<file path="config.mk">
export PLATFORM = sky130hd
export DESIGN_NAME = ecc_scrub_ctrl
export DESIGN_NICKNAME = d
export VERILOG_FILES = /design/src/rtl/ecc_scrub_pkg.sv /design/src/rtl/ecc_sat_cnt.sv /design/src/rtl/ecc_scrub_ctrl.sv
export SDC_FILE = /design/constraint.sdc
export NUM_CORES = 1
export LEC_CHECK = 0
export ABC_CLOCK_PERIOD_IN_PS = 5780
export BUFFER_PORTS_ARGS = -buffer_cell sky130_fd_sc_hd__buf_4
export CORE_AREA = 2 2 245 247
export DETAILED_ROUTE_END_ITERATION = 8
export DIE_AREA = 0 0 247 249
export PLACE_DENSITY = 0.39
export REMOVE_ABC_BUFFERS = 1
export SLEW_MARGIN = 10
export SYNTH_ARGS = -nofsm -noshare
export SYNTH_HDL_FRONTEND = slang
export SYNTH_SLANG_ARGS = --single-unit
export TNS_END_PERCENT = 30
</file>
<file path="constraint.sdc">
create_clock -name clk -period 5.78 [get_ports clk]
set_input_delay 1.156 -clock clk [delete_from_list [all_inputs] [get_ports clk]]
set_output_delay 1.156 -clock clk [all_outputs]
set_load 0.005 [all_outputs]
</file>
<file path="src/rtl/ecc_scrub_pkg.sv">
// Shared types and helpers for the ECC RAM scrubber.
package ecc_scrub_pkg;

  localparam int ECC_DATA_WIDTH   = 123;
  localparam int ECC_PARITY_WIDTH = 9;

  typedef enum logic [2:0] {
    IDLE, WAIT, RD, CAP, WB, NEXT, LOCK
  } scrub_state_t;

  // Holds at max instead of wrapping; callers zero-extend to 32 bits.
  function automatic logic [31:0] sat_inc(input logic [31:0] val, input logic [31:0] max);
    return (val >= max) ? val : val + 32'd1;
  endfunction

endpackage

</file>
<file path="src/rtl/ecc_sat_cnt.sv">
// Saturating event counter, cleared only by reset.
module ecc_sat_cnt
  import ecc_scrub_pkg::*;
#(
  parameter int WIDTH = 16
) (
  input  logic             clk,
  input  logic             rst,
  input  logic             inc,
  output logic [WIDTH-1:0] cnt
);

  localparam logic [31:0] MAX = 32'({WIDTH{1'b1}});

  always_ff @(posedge clk) begin
    if (rst)      cnt <= '0;
    else if (inc) cnt <= WIDTH'(sat_inc(32'(cnt), MAX));
  end

endmodule

</file>
<file path="src/rtl/ecc_scrub_ctrl.sv">
// Background scrubber for the ECC-protected FIFO RAM: read, check, correct, log.
// Build option ECC_SCRUB_FAULT_LOCK_EN: a lockstep fault parks the FSM in LOCK until reset.
module ecc_scrub_ctrl
  import ecc_scrub_pkg::*;
#(
  parameter int DATA_WIDTH   = ECC_DATA_WIDTH,
  parameter int PARITY_WIDTH = ECC_PARITY_WIDTH,
  parameter int DEPTH        = 64,
  parameter int ADDR_WIDTH   = 6,
  parameter int INTV_WIDTH   = 16,
  parameter int CNT_WIDTH    = 16
) (
  input  logic                    clk,
  input  logic                    rst,
  input  logic                    scrub_en,
  input  logic [INTV_WIDTH-1:0]   scrub_intv,
  input  logic                    func_rd_req,
  input  logic                    func_wr_req,
  input  logic [ADDR_WIDTH-1:0]   func_wr_addr,
  output logic                    mem_rd_en,
  output logic [ADDR_WIDTH-1:0]   mem_rd_addr,
  input  logic [DATA_WIDTH-1:0]   mem_rd_data,
  input  logic [PARITY_WIDTH-1:0] mem_rd_parity,
  output logic [DATA_WIDTH-1:0]   dec_data_in,
  output logic [PARITY_WIDTH-1:0] dec_parity_in,
  input  logic [DATA_WIDTH-1:0]   dec_data_out,
  input  logic                    dec_sbit_err,
  input  logic                    dec_dbit_err,
  input  logic                    dec_ecc_fault,
  input  logic [PARITY_WIDTH-1:0] enc_parity,
  output logic                    mem_wr_en,
  output logic [ADDR_WIDTH-1:0]   mem_wr_addr,
  output logic [DATA_WIDTH-1:0]   mem_wr_data,
  output logic [PARITY_WIDTH-1:0] mem_wr_parity,
  output logic [CNT_WIDTH-1:0]    sbit_cnt,
  output logic [CNT_WIDTH-1:0]    dbit_cnt,
  output logic [CNT_WIDTH-1:0]    fault_cnt,
  output logic [ADDR_WIDTH-1:0]   dbit_addr,
  output logic                    err_irq,
  output logic                    pass_done,
  output logic                    busy
);

  scrub_state_t state, nxt;

  logic [ADDR_WIDTH-1:0]   addr;
  logic [INTV_WIDTH-1:0]   intv_cnt;
  logic [DATA_WIDTH-1:0]   wb_data;
  logic [PARITY_WIDTH-1:0] wb_parity;
  logic wr_hit, stall, wr_match, in_word, last_addr;
  logic sbit_inc, dbit_inc, fault_inc;

  assign stall     = func_rd_req | func_wr_req;
  assign wr_match  = func_wr_req && (func_wr_addr == addr);
  assign in_word   = (state == RD) || (state == CAP) || (state == WB);
  assign last_addr = (addr == ADDR_WIDTH'(DEPTH - 1));

  always_comb begin
    nxt       = state;
    mem_rd_en = 1'b0;
    mem_wr_en = 1'b0;
    sbit_inc  = 1'b0;
    dbit_inc  = 1'b0;
    fault_inc = 1'b0;
    case (state)
      IDLE: if (scrub_en) nxt = WAIT;
      WAIT: begin
        if (!scrub_en)                         nxt = IDLE;
        else if (intv_cnt <= INTV_WIDTH'(1))   nxt = RD;
      end
      RD: begin
        if (!scrub_en)   nxt = IDLE;
        else if (!stall) begin
          mem_rd_en = 1'b1;
          nxt       = CAP;
        end
      end
      CAP: begin
        if (dec_ecc_fault) begin
          fault_inc = 1'b1;
`ifdef ECC_SCRUB_FAULT_LOCK_EN
          nxt = LOCK;
`else
          nxt = NEXT;
`endif
        end else if (dec_dbit_err) begin
          dbit_inc = 1'b1;
          nxt      = NEXT;
        end else if (dec_sbit_err) begin
          sbit_inc = 1'b1;
          nxt      = WB;
        end else begin
          nxt = NEXT;
        end
      end
      WB: begin
        // A functional write to this word since RD makes the corrected copy stale.
        if (!stall) begin
          mem_wr_en = !wr_hit;
          nxt       = NEXT;
        end
      end
      NEXT: begin
        // Zero interval goes straight to RD so a clean word costs three cycles.
        if (!scrub_en)              nxt = IDLE;
        else if (scrub_intv == '0)  nxt = RD;
        else                        nxt = WAIT;
      end
      LOCK:    nxt = LOCK;
      default: nxt = IDLE;
    endcase
  end

  always_ff @(posedge clk) begin
    if (rst) begin
      state     <= IDLE;
      addr      <= '0;
      intv_cnt  <= '0;
      wb_data   <= '0;
      wb_parity <= '0;
      wr_hit    <= 1'b0;
      dbit_addr <= '0;
      err_irq   <= 1'b0;
      pass_done <= 1'b0;
    end else begin
      state     <= nxt;
      wr_hit    <= in_word ? (wr_hit | wr_match) : 1'b0;
      err_irq   <= (state == CAP) && (dec_ecc_fault || dec_dbit_err);
      pass_done <= (state == NEXT) && last_addr;
      case (state)
        IDLE: intv_cnt <= scrub_intv;
        WAIT: if (intv_cnt != '0) intv_cnt <= intv_cnt - INTV_WIDTH'(1);
        CAP: begin
          wb_data   <= dec_data_out;
          wb_parity <= enc_parity;
          if (!dec_ecc_fault && dec_dbit_err) dbit_addr <= addr;
        end
        NEXT: begin
          addr     <= last_addr ? '0 : addr + ADDR_WIDTH'(1);
          intv_cnt <= scrub_intv;
        end
        default: ;
      endcase
    end
  end

  assign mem_rd_addr   = addr;
  assign mem_wr_addr   = addr;
  assign mem_wr_data   = wb_data;
  assign mem_wr_parity = wb_parity;
  assign dec_data_in   = mem_rd_data;
  assign dec_parity_in = mem_rd_parity;
  assign busy          = (state != IDLE);

  ecc_sat_cnt #(.WIDTH(CNT_WIDTH)) u_sbit_cnt  (.clk(clk), .rst(rst), .inc(sbit_inc),  .cnt(sbit_cnt));
  ecc_sat_cnt #(.WIDTH(CNT_WIDTH)) u_dbit_cnt  (.clk(clk), .rst(rst), .inc(dbit_inc),  .cnt(dbit_cnt));
  ecc_sat_cnt #(.WIDTH(CNT_WIDTH)) u_fault_cnt (.clk(clk), .rst(rst), .inc(fault_inc), .cnt(fault_cnt));

endmodule
</file>
After elaboration in Yosys (flattened, before gate mapping)
Cells that the tools add are included.
{"block": "classes", "n_eq_ne": 13, "n_addsub": 5, "n_bitwise": 6, "n_lt_le_gt_ge": 4, "n_reduce_logical": 22, "n_mux": 29}
{"cell": "16-bit by 1-bit adder with 16-bit output (second input constant)", "count": 3}
{"cell": "16-bit greater-or-equal comparator (second input constant)", "count": 3}
{"cell": "16-bit case mux with 2 select lines", "count": 1}
{"cell": "3-bit case mux with 7 select lines", "count": 1}
{"cell": "3-bit 2-to-1 mux", "count": 6}
{"cell": "1-bit 2-to-1 mux", "count": 17}
{"cell": "16-bit by 1-bit <= comparator with 1-bit output (second input constant)", "count": 1}
{"cell": "16-bit zero test", "count": 1}
{"cell": "16-bit 2-to-1 mux", "count": 1}
{"cell": "16-bit nonzero test", "count": 1}
{"cell": "16-bit by 1-bit subtractor with 16-bit output (second input constant)", "count": 1}
{"cell": "2-bit AND reduction", "count": 5}
{"cell": "3-bit equality test (second input constant)", "count": 3}
{"cell": "6-bit by 1-bit adder with 6-bit output (second input constant)", "count": 1}
{"cell": "3-bit by 2-bit equality test with 1-bit output (second input constant)", "count": 2}
{"cell": "6-bit equality test", "count": 1}
{"cell": "6-bit equality test (second input constant)", "count": 1}
{"cell": "6-bit 2-to-1 mux", "count": 1}
{"cell": "2-bit != test (second input constant)", "count": 3}
{"cell": "3-bit != test (second input constant)", "count": 2}
{"cell": "1-bit logical AND", "count": 4}
{"cell": "2-bit 2-to-1 mux", "count": 2}
{"cell": "1-bit inverter", "count": 4}
{"cell": "4-bit AND reduction", "count": 1}
{"cell": "other kinds (8)", "count": 13}
{"block": "totals", "ff_bits": 214, "input_bits": 294}

Depth between registers and ports, before layout
{"block": "logic_depth", "ltp_word": 5, "mapped_depth": 8}

By module
Synthesis repeated with hierarchy kept, for this count alone.
{"block": "unflattened", "hier_cells": 1264, "hier_area_um2": 10218.6}
{"module": "ecc_scrub_ctrl", "seq_area_each_um2": 3323.2, "area_per_inst_um2": 7624.8, "instances": 1, "cells_each": 979}
{"module": "ecc_sat_cnt", "seq_area_each_um2": 320.3, "area_per_inst_um2": 864.6, "instances": 3, "cells_each": 95}

Worst setup path after synthesis
No wires, ideal clock.
{"block": "synth_path", "path_kind": "in2reg", "start": "input port dec_dbit_err", "end": "register u_sbit_cnt.cnt[6]", "setup_time_ps": 70, "slack_ps": 3087, "cell_stages": 5, "arrival_ps": 2623, "path_buffers": 1, "path_cell_list": "or3b_4 or4_1 buf_2 or3_1 a21oi_1"}
{"block": "synth_via", "elab_chain_len": 4}
{"item": "start: declaration", "line": "ecc_scrub_ctrl.sv:28", "rtl": "input logic dec_dbit_err,"}
{"item": "1-bit 2-to-1 mux", "line": "ecc_scrub_ctrl.sv:86", "rtl": "end else if (dec_dbit_err) begin"}
{"item": "1-bit 2-to-1 mux", "line": "ecc_scrub_ctrl.sv:79", "rtl": "if (dec_ecc_fault) begin"}
{"item": "1-bit 2-to-1 mux", "line": "ecc_scrub_ctrl.sv:65", "rtl": "case (state)"}
{"item": "2-bit AND reduction (no source line)"}
{"item": "end signal: assignment", "line": "ecc_sat_cnt.sv:17", "rtl": "else if (inc) cnt <= WIDTH'(sat_inc(32'(cnt), MAX));"}
{"item": "end: declaration", "line": "ecc_sat_cnt.sv:10", "rtl": "output logic [WIDTH-1:0] cnt"}
No other way between the ends.
A chain may end at the register's enable or synchronous reset.

Worst setup path in the final report
{"block": "layout_path", "start": "register state[2]", "end": "output port mem_wr_en"}
{"block": "layout_via", "elab_chain_len": 2}
{"item": "start: declaration", "line": "ecc_scrub_ctrl.sv:44", "rtl": "scrub_state_t state, nxt;"}
{"item": "start signal: assignment", "line": "ecc_scrub_ctrl.sv:126", "rtl": "state <= nxt;"}
{"item": "3-bit equality test", "line": "ecc_scrub_ctrl.sv:65"}
{"item": "1-bit 2-to-1 mux", "line": "ecc_scrub_ctrl.sv:65"}
{"item": "end: declaration", "line": "ecc_scrub_ctrl.sv:31", "rtl": "output logic mem_wr_en,"}
No other way between the ends.

==> qor.yml <==
port_buffers: 364
skew_ns: 0.0306
synth.area.top_cells: "dfxtp_1, nand2_1, buf_4, a21oi_1, nor2_1"
clockBufferDepth: 3
dpl-instance-area_mm2: 0.0123
antenna_found_initial: 1
cts_resized: 0
synthCells: 1243
synth_top_family_by_area: "simple AND/OR/NAND/NOR gates"
grt_pass1_vias: 8814
required_ns: 4.62
via_per_inst: 4.34
fin_nets: 1733
synth_top_area_share_pct: 43.6
power.density_mw_per_mm2: 305
syn_to_final_growth_pct: 34.9
synthDistinctLibCells: 56
cts_buffers: 28
coreArea_mm2: 0.0587
synth_edf_count: 0
ctsHtreeMaxLevel: 1
initial_core_util_pct: 16.7
async_flop_share_pct: 0
status: "finished, final reports clean"
end_kind: "primary output"
p_leak_nw: 5.19
path_clk_slew_ns: 0.06
synth-compound-area-share_pct: 12.9
worstPathArrival_ns: 1.86
synthMuxAreaShare_pct: 0.407
fillers: 6572
ys_seq_elements: 214
yosys.area_share.adder_pct: 0.891
synth-xor-area-share_pct: 4.46
synth_top_flop_cell: "dfxtp_1"
ant_nets: 0
clk_latency_ns: 0.58
max_slew_margin_pct: 23.4
die_w_um: 247
syn_area_mm2: 0.00983
max_freq_mhz: 332
drt_pass1_iterations: 5
ys_seq_area_share_pct: 43.6
antenna_cells: 0
crit_type: "reg -> out"
grt-ovfl-total: 0
multi_input_area_mm2: 0.00419
drc: 0
drv_slew: 0
grt_max_degree: 129
postCtsSetupBuffers: 0
synthSimpleGateAreaFrac_pct: 23.9
clock_sinks: 214
synth_warnings: 0
die_y_um: 249
syn_avg_cell_area_um2: 7.91
fin_tns_setup_ns: 0
drt_iter0_drc: 603
critical_path.max_fanout: 15
dp_hpwl_um: 47300
vdd_drop_max_mv: 0.212
tightest_slew_ns: 1.15
layout-drive-gt1-share_pct: 30.3
hold_viol: 0
synth_common_cells: "nand2_1, dfxtp_1, a21oi_1, buf_4, nor2_1"
setup.worst_path.start_class: "register"
dr_total_vias: 9668
setup_violations: 0
num_io_pins: 629
floorplan.rows: 89
yosysTopAreaCell: "dfxtp_1"
cts_tree: "built"
grt_first_pass_wirelength_um: 79800
grt_usage_pct: 18.8
root_buffer: "clkbuf_16"
routed_wl_um: 60900
cts_hold_buf: 0
die_area_mm2: 0.0615
design_area_mm2: 0.0133
yosysMostFrequentCell: "nand2_1"
hold_class: "reg -> reg"
maxCapViolCount: 0
period_share_pct: 52.1
min_period_ns: 3.01
rsz0062_at_grt: "false"
detail_route.wl_per_cell_um: 27.4
place_congestion: 0.768
seq_area_mm2: 0.00428
-- final cells by class --
type / instances / area share (%)
sequential: 214 / 32.3
multi-input combinational: 808 / 31.6
timing repair buffer: 371 / 21.1
tap: 773 / 7.29
clock buffer: 38 / 6.25
clock inverter: 13 / 1.17
inverter: 9 / 0.255
-- metrics by stage --
step	hold slack (ns)	std cells	power [mW]	util (%)	setup WS, ns
6_report	0.453	2226	4.04	22.6	2.77
2_1_floorplan	0.437	1031	1.92	-	0.941
3_3_place_gp	0.442	2175	2.21	20.9	2.80
3_5_place_dp	0.447	2175	2.22	20.9	2.82
4_1_cts	0.455	2226	4.10	22.6	2.73
5_1_grt	0.467	2226	4.22	22.6	2.63
-- registers in the layout (all words and copies together), names as in the netlist --
register	count
err_irq	1
mem_wr_parity	9
mem_wr_data	123
intv_cnt	16
mem_rd_addr	6
state	3
pass_done	1
u_dbit_cnt.cnt	16
u_fault_cnt.cnt	16
dbit_addr	6
u_sbit_cnt.cnt	16
wr_hit	1
-- critical path, stage by stage, from the launching register on --
cell and delay, ns:
dfxtp_1 0.60, nand2b_1 0.22, nor4b_1 0.32, buf_4 0.16
-- metal layers --
metal	track usage, %	share of wire, %	vias to the layer above
met2	26.4	40	728
met5	10.2	1.6	-
met3	18.6	21	59
li1	-	-	4405
met1	19.5	35	4458
met4	2.62	1.4	18
-- power breakdown --
group	internal (mW)	switching [mW]	leakage (nW)
clock network	1.13	0.725	0.496
registers	1.54	0.0606	1.73
logic	0.256	0.327	2.97
-- cell families after synthesis --
group,count (synthesis)
mux,4
xor+xnor,50
simple gates,518
fa+ha+maj,7
buf+inv,221
compound gates,229
flops,214
-- placed cells by master (no fill, tap or decap), types with 7 or more instances in the layout --
cell type / n
a21o_1: 8
xor2_1: 26
nor3_1: 20
clkinv_2: 8
xnor2_1: 24
o21ai_0: 16
and3_1: 7
clkbuf_16: 28
dfxtp_1: 214
buf_4: 369
a21oi_1: 173
nand3_1: 17
o211ai_1: 8
inv_1: 9
nand4_1: 14
nor4_1: 10
ha_1: 7
nand2_1: 315
nor2_1: 74
clkbuf_8: 9
or4_1: 10
or3_1: 9
and4_1: 9
-- final timing paths --
check,startpoint,depth (start not counted),end,slack [ns]
worst max-delay path,state[2],3,mem_wr_en,2.77
worst min-delay path,mem_wr_data[30],2,mem_wr_data[30],0.45
worst max register to register,state[1],5,u_dbit_cnt.cnt[13],3.21
worst min register to register,mem_wr_data[30],2,mem_wr_data[30],0.45
Power figures use the tool's default switching activity.
